`config.mk`:
```
export PLATFORM = sky130hd
export DESIGN_NAME = div4_seq
export DESIGN_NICKNAME = d
export VERILOG_FILES = /design/src/rtl/div4_seq.sv
export SDC_FILE = /design/constraint.sdc
export NUM_CORES = 1
export LEC_CHECK = 0
export CAP_MARGIN = 20
export CELL_PAD_IN_SITES_DETAIL_PLACEMENT = 1
export CELL_PAD_IN_SITES_GLOBAL_PLACEMENT = 2
export CORE_AREA = 4 4 71 73
export DETAILED_ROUTE_END_ITERATION = 10
export DIE_AREA = 0 0 75 77
export PLACE_DENSITY_LB_ADDON = 0.1
export SYNTH_ARGS = -nofsm -noshare
export SYNTH_HDL_FRONTEND = slang
export SYNTH_SLANG_ARGS = --single-unit
```
`constraint.sdc`:
```
create_clock -name clk -period 3.1 [get_ports clk]
set_input_delay 0.62 -clock clk [delete_from_list [all_inputs] [get_ports clk]]
set_output_delay 0.62 -clock clk [all_outputs]
set_load 0.02 [all_outputs]
```
`src/rtl/div4_seq.sv`:
```
// ---------------------------------------------------------------------------
// div4_seq -- sequential 4-bit unsigned restoring divider
//
// Produces one quotient bit per clock. Each trial subtraction runs through one
// rca4s ripple-carry adder in subtract mode. Operands are taken over an
// input valid/ready handshake. Quotient, remainder and the divide-by-zero flag
// are returned over an output valid/ready handshake.
//
// Handshake rule, for both interfaces: a transfer happens on a rising clk
// edge where valid and ready are both high. valid must not depend on ready.
// in_ready is high only in IDLE. out_valid is high only in DONE. The two
// handshakes therefore never happen in the same cycle.
//
// Ports
//   clk        in   1  clock; all state updates on the rising edge
//   rst        in   1  synchronous, active-high reset
//   in_valid   in   1  dividend/divisor valid
//   in_ready   out  1  operands can be accepted (IDLE only)
//   dividend   in   4  unsigned numerator N
//   divisor    in   4  unsigned denominator D
//   out_valid  out  1  quotient/remainder/div0 valid
//   out_ready  in   1  downstream accepts the result
//   quotient   out  4  floor(N/D), or DIV0_Q when D == 0
//   remainder  out  4  N mod D, or N when D == 0
//   div0       out  1  result came from a divide-by-zero
// ---------------------------------------------------------------------------

// ---------------------------------------------------------------------------
// rca4s -- 4-bit ripple-carry adder/subtractor
//
// With subtract = 1 it computes a + ~b + 1 = a - b. In that mode cout = 1
// means no borrow occurred, so a >= b.
//
// Ports
//   a         in   4  first operand
//   b         in   4  second operand (inverted when subtracting)
//   subtract  in   1  1: a - b, 0: a + b
//   sum       out  4  result bits
//   cout      out  1  carry out of bit 3 (inverted borrow when subtracting)
// ---------------------------------------------------------------------------
module rca4s (
  input  logic [3:0] a,
  input  logic [3:0] b,
  input  logic       subtract,
  output logic [3:0] sum,
  output logic       cout
);

  logic [3:0] b_eff;
  logic [4:0] carry;

  // Two's-complement subtraction: invert b and feed in a carry of 1.
  assign b_eff    = b ^ {4{subtract}};
  assign carry[0] = subtract;

  for (genvar i = 0; i < 4; i++) begin : g_bit
    assign sum[i]     = a[i] ^ b_eff[i] ^ carry[i];
    assign carry[i+1] = (a[i] & b_eff[i]) | (carry[i] & (a[i] ^ b_eff[i]));
  end

  assign cout = carry[4];

endmodule

module div4_seq #(
  parameter logic [3:0] DIV0_Q = 4'hF
) (
  input  logic       clk,
  input  logic       rst,
  input  logic       in_valid,
  output logic       in_ready,
  input  logic [3:0] dividend,
  input  logic [3:0] divisor,
  output logic       out_valid,
  input  logic       out_ready,
  output logic [3:0] quotient,
  output logic [3:0] remainder,
  output logic       div0
);

  typedef enum logic [1:0] {
    IDLE = 2'd0,
    CALC = 2'd1,
    DONE = 2'd2
  } state_t;

  state_t     state;
  logic [3:0] rem_r;   // partial remainder R
  logic [3:0] quo_r;   // dividend bits shifting out, quotient bits shifting in
  logic [3:0] dvs_r;   // latched divisor
  logic [1:0] cnt;     // remaining CALC cycles minus one

  logic [3:0] trial_a;
  logic [3:0] trial_diff;
  logic       trial_ge;
  logic [3:0] next_rem;
  logic [3:0] next_quo;

  // Shift the next dividend bit into the remainder. Before a shift the
  // remainder is below the divisor and within the consumed dividend prefix,
  // so it is at most 7. The shifted value therefore fits in 4 bits, and no
  // fifth remainder bit is needed.
  assign trial_a = {rem_r[2:0], quo_r[3]};

  rca4s u_rca (
    .a        (trial_a),
    .b        (dvs_r),
    .subtract (1'b1),
    .sum      (trial_diff),
    .cout     (trial_ge)
  );

  // Restoring step: keep the difference only when no borrow occurred.
  assign next_rem = trial_ge ? trial_diff : trial_a;
  assign next_quo = {quo_r[2:0], trial_ge};

  always_ff @(posedge clk) begin
    if (rst) begin
      state     <= IDLE;
      rem_r     <= 4'd0;
      quo_r     <= 4'd0;
      dvs_r     <= 4'd0;
      cnt       <= 2'd0;
      quotient  <= 4'd0;
      remainder <= 4'd0;
      div0      <= 1'b0;
      out_valid <= 1'b0;
      in_ready  <= 1'b1;
    end else begin
      case (state)
        IDLE: begin
          if (in_valid) begin
            in_ready <= 1'b0;
            if (divisor != 4'd0) begin
              quo_r <= dividend;
              rem_r <= 4'd0;
              dvs_r <= divisor;
              cnt   <= 2'd3;
              div0  <= 1'b0;
              state <= CALC;
            end else begin
              // Divide-by-zero skips CALC and reports immediately.
              quotient  <= DIV0_Q;
              remainder <= dividend;
              div0      <= 1'b1;
              out_valid <= 1'b1;
              state     <= DONE;
            end
          end
        end

        CALC: begin
          rem_r <= next_rem;
          quo_r <= next_quo;
          if (cnt == 2'd0) begin
            quotient  <= next_quo;
            remainder <= next_rem;
            out_valid <= 1'b1;
            state     <= DONE;
          end else begin
            cnt <= cnt - 2'd1;
          end
        end

        DONE: begin
          // Results stay frozen until downstream takes them.
          if (out_ready) begin
            out_valid <= 1'b0;
            in_ready  <= 1'b1;
            state     <= IDLE;
          end
        end

        default: begin
          out_valid <= 1'b0;
          in_ready  <= 1'b1;
          state     <= IDLE;
        end
      endcase
    end
  end

endmodule

```
==> summary by stage <==
Power
Summing internal, switching and leakage power gives roughly 0.98 mW. In this run the power density over the cells is 604 nW/um2. Of the total power, registers draw 0.433.

The internal power of the cells totals approximately 0.65 mW. The net switching power of the design is about 0.34 mW. The share of total power dissipated in the clock network is 0.226. The share of power burned in combinational logic is 0.341. Of the total power, the share spent switching nets is 0.343.

VDD sags by at most slightly below 0.2 mV. Summed over all cells, the static leakage comes to about 0.6 nW.

Route
The post-route antenna net violation count is 0. The violation count after the first detailed-route iteration is 54. Before antenna repair, the detailed router went through 4 iterations.

The total vias in the final route is 1173. After detailed routing, the average wire length per cell comes to around 17 um. The wire length reported by the detailed router is 3730 um. For this run, design rule violations remaining after detail routing come to 0. The average vias per placed instance is 5.28.

Flow run
Across the run, the number of max-cap violations was 0.

Die
For this design the top-level I/O count stands at 23. The placeable core region is roughly 4400 um2. The floorplan has 24 rows. The chip width is approximately 75 um.

The die extent in y is 77 um. The die covers 5780 um2. For this configuration, the core starts out at a cell density of 0.302.

Placement
Before CTS, the worst setup slack after placement is about 0.68 ns. The placed wire-length estimate after detailed placement is approximately 2900 um. In this run the tool buffered the top-level ports with 22 buffer cells. The routability-driven placement congestion ratio is a little over 0.7.

GRT
After global routing the overflow that remains totals 0. The initial antenna violation count came to 0. The maximum number of pins on one net before global-route repair is 18. In the global route stage, overall resource usage came out at 0.143. The first global-routing pass estimated 6470 um of wire. The number of global-route vias before repair is roughly 1300.

Timing
The number of endpoints with negative hold slack in the final report is 0. The smallest hold slack is between 0.4 and 0.5 ns. The time the final worst path needs with I/O delays and setup is ~2.4 ns. In the final timing run, aggregate negative setup slack is 0 ns. Of the available clock period, the critical path in the final layout requires 0.780. For the pin with the worst max-slew slack, the measured transition is roughly 0.53 ns. Setup violations remaining at the end of the flow were counted as 0. The number of max-slew violations in the final report is 0. Headroom to the max-slew limit came out at 0.649.

Across the routed clock network, the largest skew measured is approximately 0.0051 ns. The worst setup slack after layout is 0.684 ns. Setup repair after global routing left no endpoint under its margin. The highest clock rate is roughly 410 MHz.

Synthesis
The register bit total from synthesis is 26. Of the total synthesized cell area, the portion taken by full adders, half adders and majority gates is 0.0647. The mean post-synth cell area is between 8 and 9 um2. The compound-gate portion of the synthesized area is 0.245. The Yosys step of the flow raised 0 warnings.

The cell area that synthesis handed to floorplanning was ~1300 um2. Of the total synthesized cell area, the portion taken by XOR and XNOR cells is 0. Of the total synthesized cell area, the portion taken by AND, OR, NAND and NOR gates is 0.186. Of the post-synthesis cell area, the part taken by muxes is 0.0390.

By area, the combinational part of the netlist is dominated by compound AO/OA/AOI/OAI gates. Of the synthesized area, sequential elements account for 0.396. Synthesis produced 151 cells. When the netlist entered floorplanning its net count stood at 168. In this run, distinct cell masters in the synthesized netlist total 39.

Setup path
The arrival time at the worst endpoint is between 2 and 3 ns. The setup path with the least slack is of type reg -> reg. The critical path's largest stage delay is ~0.48 ns.

The signal on the critical path passes through inv_1 > ha_1 > fa_1 > inv_1 > fa_1 > inv_1 > fa_1 > and2_1 > o21ai_0 > a311oi_1. The slowest stage of the critical path is the sky130_fd_sc_hd__fa_1 cell. The worst path buffer plus inverter count is 3. For flop-to-flop paths, the worst setup slack is between 0.6 and 0.7 ns. The family with the most delay on the worst path is adder cells. The data required time at the worst endpoint is ~3.2 ns. The kind of start point of the critical path is a flip-flop. Along the worst path, the maximum fanout reaches 8. The kind of end point of the critical path is a flip-flop.

Clocking
In this run the deepest clock path goes through 2 buffers. The number of setup buffers added after CTS is 0. The clock tree from TritonCTS is built. The clock latency of the later-clocked register in the worst-skew pair is ~0.27 ns.

Post-CTS repair changed the size of 0 cells. In this run the number of H-tree levels came out at 1. Buffers inserted to repair hold after CTS numbered 0.

The root buffer cell chosen for the clock tree is sky130_fd_sc_hd__clkbuf_8. Counting the buffers created by CTS gives 3. The sink count of the clock tree is 26. The clock edge transition at the registers on the reported setup and hold paths is approximately 0.090 ns.

Finish
The proportion of layout cells with a drive suffix above 1 is 0.0765. Counting the fill cells in the layout gives 512. The final antenna diode count is 0. The signed area change from the synthesized netlist to the final layout is 23.7%. The final standard cell utilization of the core is 0.374. Leaving out fill and tap cells, the most frequent cells in the layout are 26 x sky130_fd_sc_hd__dfxtp_1, 22 x sky130_fd_sc_hd__clkdlybuf4s50_1, 16 x sky130_fd_sc_hd__o21ai_0. The library cell used most frequently in the layout, excluding fill and tap cells, is sky130_fd_sc_hd__dfxtp_1. The net count of the finished layout is about 190.

Outcome
The run finished with clean final reports.

Min path
The worst hold path class is reg -> reg.
per-stage QoR:
step | area, um2 | std cells
after global placement | 1570 | 218
after floorplan | 1320 | 151
final | 1630 | 222
after global routing | 1630 | 222
after detailed placement | 1570 | 218
after CTS | 1630 | 222
cell families (layout without fill, tap and decap cells):
logic type	after synthesis	count (layout)
AO/OA/AOI/OAI	50	50
buffers and inverters	22	41
AND/OR/NAND/NOR	43	43
flip-flops	26	26
multiplexers	5	5
adder cells (fa/ha/maj)	5	5
registers in the layout (all words and copies together) (netlist names):
signal / count
dvs_r: 4
quo_r: 4
quotient: 4
remainder: 4
rem_r: 3
cnt: 2
state: 2
div0: 1
in_ready: 1
out_valid: 1
per-layer routing:
metal / part of all wire / global-route usage / vias up / wire (um)
met1: 0.51 / 0.208 / 576 / 1890
met5: 0 / 0 / - / 0
li1: - / - / 579 / -
met3: 0.024 / 0.0222 / 4 / 91
met4: 0.011 / 0.0463 / 0 / 40
met2: 0.46 / 0.212 / 14 / 1700
cells in the mapped netlist (all sizes together):
master | instances | share of area
a2111o | 1 | 0.0086
nand2b | 2 | 0.0095
ha | 2 | 0.019
nand3 | 4 | 0.015
nor2 | 5 | 0.014
nor4 | 1 | 0.0095
o21ai | 16 | 0.061
a21oi | 10 | 0.041
or3b | 1 | 0.0067
a21o | 2 | 0.011
o211ai | 3 | 0.017
nor2b | 1 | 0.0048
inv | 13 | 0.037
or4 | 1 | 0.0086
a311oi | 3 | 0.020
o2bb2ai | 1 | 0.0067
mux2 | 1 | 0.0086
mux2i | 4 | 0.030
o31ai | 2 | 0.011
and3 | 1 | 0.0086
a211oi | 3 | 0.017
and2b | 1 | 0.0057
nand2 | 15 | 0.043
o22ai | 1 | 0.0048
a31oi | 4 | 0.019
nor3b | 2 | 0.015
a221oi | 1 | 0.0067
buf | 3 | 0.016
o311ai | 1 | 0.0067
and3b | 1 | 0.0067
clkbuf | 6 | 0.017
dfxtp | 26 | 0.40
o31a | 2 | 0.013
and2 | 4 | 0.019
fa | 3 | 0.046
nand4 | 4 | 0.019
worst register-to-register path, cell delays in order (launching register included):
cell	delay (ns)
sky130_fd_sc_hd__dfxtp_1	0.36
sky130_fd_sc_hd__inv_1	0.05
sky130_fd_sc_hd__ha_1	0.20
sky130_fd_sc_hd__fa_1	0.36
sky130_fd_sc_hd__inv_1	0.07
sky130_fd_sc_hd__fa_1	0.15
sky130_fd_sc_hd__inv_1	0.05
sky130_fd_sc_hd__fa_1	0.48
sky130_fd_sc_hd__and2_1	0.21
sky130_fd_sc_hd__o21ai_0	0.23
sky130_fd_sc_hd__a311oi_1	0.14
power groups by stage:
| stage | clock [mW] | sequential [mW] | combinational (mW) |
|---|---|---|---|
| after floorplan | 0 | 0.447 | 0.196 |
| after global placement | 0 | 0.432 | 0.332 |
| after detailed placement | 0 | 0.433 | 0.340 |
| after CTS | 0.232 | 0.426 | 0.341 |
| after global routing | 0.248 | 0.434 | 0.374 |
| final | 0.222 | 0.425 | 0.335 |
area by class of cell:
class	instances	area (um2)	area share
sequential	26	520	0.320
inverter	13	48.8	0.0300
multi-input combinational	103	702	0.432
timing repair buffer	24	235	0.145
clock buffer	4	55.1	0.0338
tap	52	65.1	0.0400
path summary, 6_finish.rpt:
check | from | to | cells after the start
setup / recovery | quo_r[3] | remainder[1] | 10
hold / removal | quotient[1] | quotient[1] | 2
setup reg to reg | quo_r[3] | remainder[1] | 10
hold reg to reg | quotient[1] | quotient[1] | 2
No activity file was read; power rests on OpenSTA's default activity.
